[src/rtl/imem_access_arbiter.sv]
// Shares the instruction bank's single port between fetch and loader.
// The loader owns the bank during BOOT; in RUN, fetch has priority, but a loader denied MAX_WAIT times in a row is then forced a grant.
module imem_access_arbiter #(
  parameter int AW       = 5,
  parameter int DW       = 32,
  parameter int MAX_WAIT = 4
) (
  input  logic          Clk,
  input  logic          Rst,
  input  logic          Boot_Done,
  output logic          In_Boot,
  input  logic          F_Req,
  input  logic [AW-1:0] F_Addr,
  output logic          F_Gnt,
  output logic [DW-1:0] F_Data,
  output logic          F_Valid,
  input  logic          L_Req,
  input  logic          L_Wen,
  input  logic [AW-1:0] L_Addr,
  input  logic [DW-1:0] L_WData,
  output logic          L_Gnt,
  output logic [DW-1:0] L_RData,
  output logic          L_Valid,
  output logic [AW-1:0] M_Addr,
  output logic          M_Wen,
  output logic [DW-1:0] M_WData,
  input  logic [DW-1:0] M_RData
);

  typedef enum logic {BOOT, RUN} state_t;

  state_t     state, state_next;
  logic [3:0] wait_cnt, wait_next;
  logic       f_gnt, l_gnt;

  // Rst gates the grants so that no access, and in particular no write, reaches the bank while reset is held.
  always_comb begin
    f_gnt = 1'b0;
    l_gnt = 1'b0;
    if (Rst) begin
      if (state == BOOT) begin
        l_gnt = L_Req;
      end else if (F_Req && L_Req) begin
        if (wait_cnt == 4'(MAX_WAIT)) l_gnt = 1'b1;
        else                          f_gnt = 1'b1;
      end else begin
        f_gnt = F_Req;
        l_gnt = L_Req;
      end
    end
  end

  always_comb begin
    state_next = state;
    wait_next  = 4'd0;
    if (state == BOOT) begin
      if (Boot_Done) state_next = RUN;
    end else if (L_Req && !l_gnt) begin
      wait_next = (wait_cnt == 4'(MAX_WAIT)) ? wait_cnt : wait_cnt + 4'd1;
    end
  end

  assign F_Gnt   = f_gnt;
  assign L_Gnt   = l_gnt;
  assign In_Boot = (state == BOOT);
  assign M_Addr  = f_gnt ? F_Addr : (l_gnt ? L_Addr : '0);
  assign M_Wen   = l_gnt && L_Wen;
  assign M_WData = l_gnt ? L_WData : '0;

  always_ff @(posedge Clk or negedge Rst) begin
    if (!Rst) begin
      state    <= BOOT;
      wait_cnt <= 4'd0;
      F_Valid  <= 1'b0;
      L_Valid  <= 1'b0;
      F_Data   <= '0;
      L_RData  <= '0;
    end else begin
      state    <= state_next;
      wait_cnt <= wait_next;
      F_Valid  <= f_gnt;
      L_Valid  <= l_gnt && !L_Wen;
      if (f_gnt)           F_Data  <= M_RData;
      if (l_gnt && !L_Wen) L_RData <= M_RData;
    end
  end

endmodule

[config.mk]
export PLATFORM = sky130hd
export DESIGN_NAME = imem_access_arbiter
export DESIGN_NICKNAME = d
export VERILOG_FILES = /design/src/rtl/imem_access_arbiter.sv
export SDC_FILE = /design/constraint.sdc
export NUM_CORES = 1
export LEC_CHECK = 0
export ABC_AREA = 1
export CAP_MARGIN = 20
export CORE_MARGIN = 2
export CORE_UTILIZATION = 25
export CTS_CLUSTER_DIAMETER = 40
export CTS_CLUSTER_SIZE = 20
export DETAILED_ROUTE_END_ITERATION = 8
export HOLD_SLACK_MARGIN = 0.02
export PLACE_DENSITY_LB_ADDON = 0.2
export SETUP_SLACK_MARGIN = 0.3
export SLEW_MARGIN = 20
export SYNTH_ARGS = -nofsm -noshare
export SYNTH_HDL_FRONTEND = slang
export SYNTH_SLANG_ARGS = --single-unit
[constraint.sdc]
create_clock -name Clk -period 2.1 [get_ports Clk]
set_input_delay 0.525 -clock Clk [delete_from_list [all_inputs] [get_ports Clk]]
set_output_delay 0.525 -clock Clk [all_outputs]
set_load 0.02 [all_outputs]
==> out/summary.txt <==
Commonest cells after routing, fill and taps aside: nand2_1, clkdlybuf4s50_1, dfrtp_1
DRC viols: 0
Io pins: 187
Leakage power: 0.00342 uW
Die Ht: 119 um
Fmax achieved: 433 MHz
CP dominant cell by count: buf_6
H-tree levels: 3
Power Dens Cells: 703 nW/um^2
Starting Density: 0.254
Final RePlAce weighted congestion: 0.757
Post-Synthesis Cells: 413
Area contributors post-synth: dfrtp_1, nand2_1, nand4_1
Sw power: 1500 uW
Chip width: 119 um
Routed vias: 3561
First-pass GRT wire length: 19.4 mm
# nets final: 724
RR Startpoint: wait_cnt[1]
Worst slew margin: 0.388
Post-Syn Area: 3320 um^2
Most common cell after layout, fill and taps aside: nand2_1
Cell variety after synth: 23
Pint: 3200 uW
M3 GR Usage: 0.0311
Setup crit start: wait_cnt[1]
Final hold vios: 0
Peak supply drop: 0.000321 V
CP startpoint kind: flop
Switching Share: 0.319
Status: finished with violations
Crit path max-delay cell type: dfrtp_1
Area Overhead vs Synth: 101%
DRT iter0 DRCs: 204
CP endpoint: M_Addr[1]
PnR worst setup slack: -0.212 ns
Seq/Total Area, Yosys: 0.535
Synth top area share: 0.535
Critical path fanouts, max: 7
Drt pass-1 iters: 5
Final setup vio count: 40
Worst EP required: 1.57 ns
Crit path cell chain: inv_2 -> ha_4 -> nand3_4 -> buf_6 -> buf_6 -> inv_6 -> nand2_8 -> buf_6 -> nand3_4 -> nand2_4 -> buf_6
CTS sink count: 71
Clock transition at path regs: 0.06 ns
# Max-Cap Violations: 0
R2R setup slack: 0.35 ns
Number of synthesized register bits: 71
R2r endpoint: L_RData[25]
Fin crit period: 2.31 ns
Standard-cell rows: 42
Clock Skew: 0.00677 ns
Seq pwr share: 0.360
CP Capture Type: output pin
Skew-Pair Late Insertion Delay: 0.33 ns
TritonCTS buffer count: 9
Ant diodes: 0
ANT nets after route: 0
GR met2 Demand/Resource: 0.318
Yosys Warn Count: 0
Met1 Use GR: 0.210
R2R depth: 11
Critical path depth: 11
Global route total overflow: 0
CP Class: reg2out
Grt peak-use layer: met2
Wire length per cell: 15.9 um
Min-delay worst type: in2async
Buf/Inv on CP: 6
Initial antenna violation count: 0
Combinational group share of total power: 0.309
Die area: 14200 um^2
Worst-Margin Slew: 0.918 ns
Fin Setup TNS: -4.97 ns
Overall global routing resource usage: 0.176
Drt total wl: 13.1 mm
Core ar.: 13100 um^2
Crit path largest cell delay: 0.39 ns
RSZ-0062 raised after global routing: yes
DP Wirelength: 8.60 mm
Syn Area/Cell: 8.04 um^2
Worst Path Arrival: 1.79 ns
Final Cycle Share: 1.10
Share of layout cells above drive strength 1: 0.297
Slew Limit Fails: 0
Dominant cell type by area after synthesis: dfrtp_1
TritonCTS clock tree: built
Number of global-route vias before repair: 3587
CTS Buffer Depth: 2
Vias per inst: 4.33
Clk pwr share: 0.330
Syn Nets: 495
Root buffer cell: clkbuf_16
Largest net degree at the start of global routing: 71
Failing checks: setup timing
CP top delay family: buffers and inverters
WHS: 0.422 ns
I/O Buffers: 186
metrics by stage:
step / util / instances / setup WS, ns / total power [uW] / area [um^2]
floorplan: - / 413 / 0.290 / 2360 / 3660
global placement: 0.447 / 779 / -0.744 / 3150 / 5850
global route: 0.511 / 822 / -0.273 / 4920 / 6680
detailed placement: 0.447 / 779 / -0.788 / 3180 / 5850
finish: 0.511 / 822 / -0.212 / 4700 / 6680
CTS: 0.485 / 807 / -0.252 / 4650 / 6340
cell families after synthesis:
| logic type | count (synthesis) | synth area share |
|---|---|---|
| compound gates | 3 | 0.00452 |
| xor+xnor | 1 | 0.00264 |
| fa+ha+maj | 2 | 0.00754 |
| buf+inv | 72 | 0.101 |
| flops | 71 | 0.535 |
| simple gates | 264 | 0.349 |
final cells by class:
class / instances / area, um^2
clock buffer: 12 / 256
clock inverter: 3 / 42.5
fill: 1198 / 6400
inverter: 46 / 193
multi-input combinational: 271 / 1680
sequential: 71 / 1780
tap: 176 / 220
timing repair buffer: 243 / 2510
layer usage:
| layer | up-vias | share of wire | wire length [um] |
|---|---|---|---|
| met5 | - | 0 | 0 |
| li1 | 1759 | - | - |
| met4 | 0 | 0.014 | 178 |
| met2 | 90 | 0.55 | 7200 |
| met1 | 1699 | 0.40 | 5240 |
| met3 | 13 | 0.036 | 471 |
sequential cells by signal, summed over array words and instances (netlist names):
register / count
L_Valid: 1
state: 1
wait_cnt: 4
F_Data: 32
F_Valid: 1
L_RData: 32
cell usage after synthesis (all sizes together):
library cell and n:
nand4 32, buf 21, clkbuf 5, inv 45
or2 1, nand3 40, xor2 1, o21ai 2
dfrtp 71, nand2 151, a21oi 1, nor2 40
ha 2, clkinv 1
worst min path at each step:
stage / end / startpoint / slack (ns)
floorplan: F_Data[0] / Rst / 0.23
global placement: state / Rst / 0.32
detailed placement: state / Rst / 0.32
CTS: F_Data[21] / F_Data[21] / 0.47
global route: F_Data[9] / F_Data[9] / 0.48
finish: wait_cnt[3] / Rst / 0.42
power groups by stage:
stage,combinational [uW],sequential [uW],clock (uW)
4_1_cts,1390,1690,1580
5_1_grt,1560,1720,1640
2_1_floorplan,409,1950,0
3_5_place_dp,1460,1710,0
3_3_place_gp,1450,1710,0
6_report,1450,1690,1550
what timing repair did:
item,4_1_cts,5_1_grt
pin swaps,5,4
gates cloned,1,6
resized for setup,334,48
hold buffers,1,0
setup buffers,11,9
endpoints found under the hold margin,1,0
setup endpoints to repair,170,86
No activity file was read; power rests on OpenSTA's default activity.
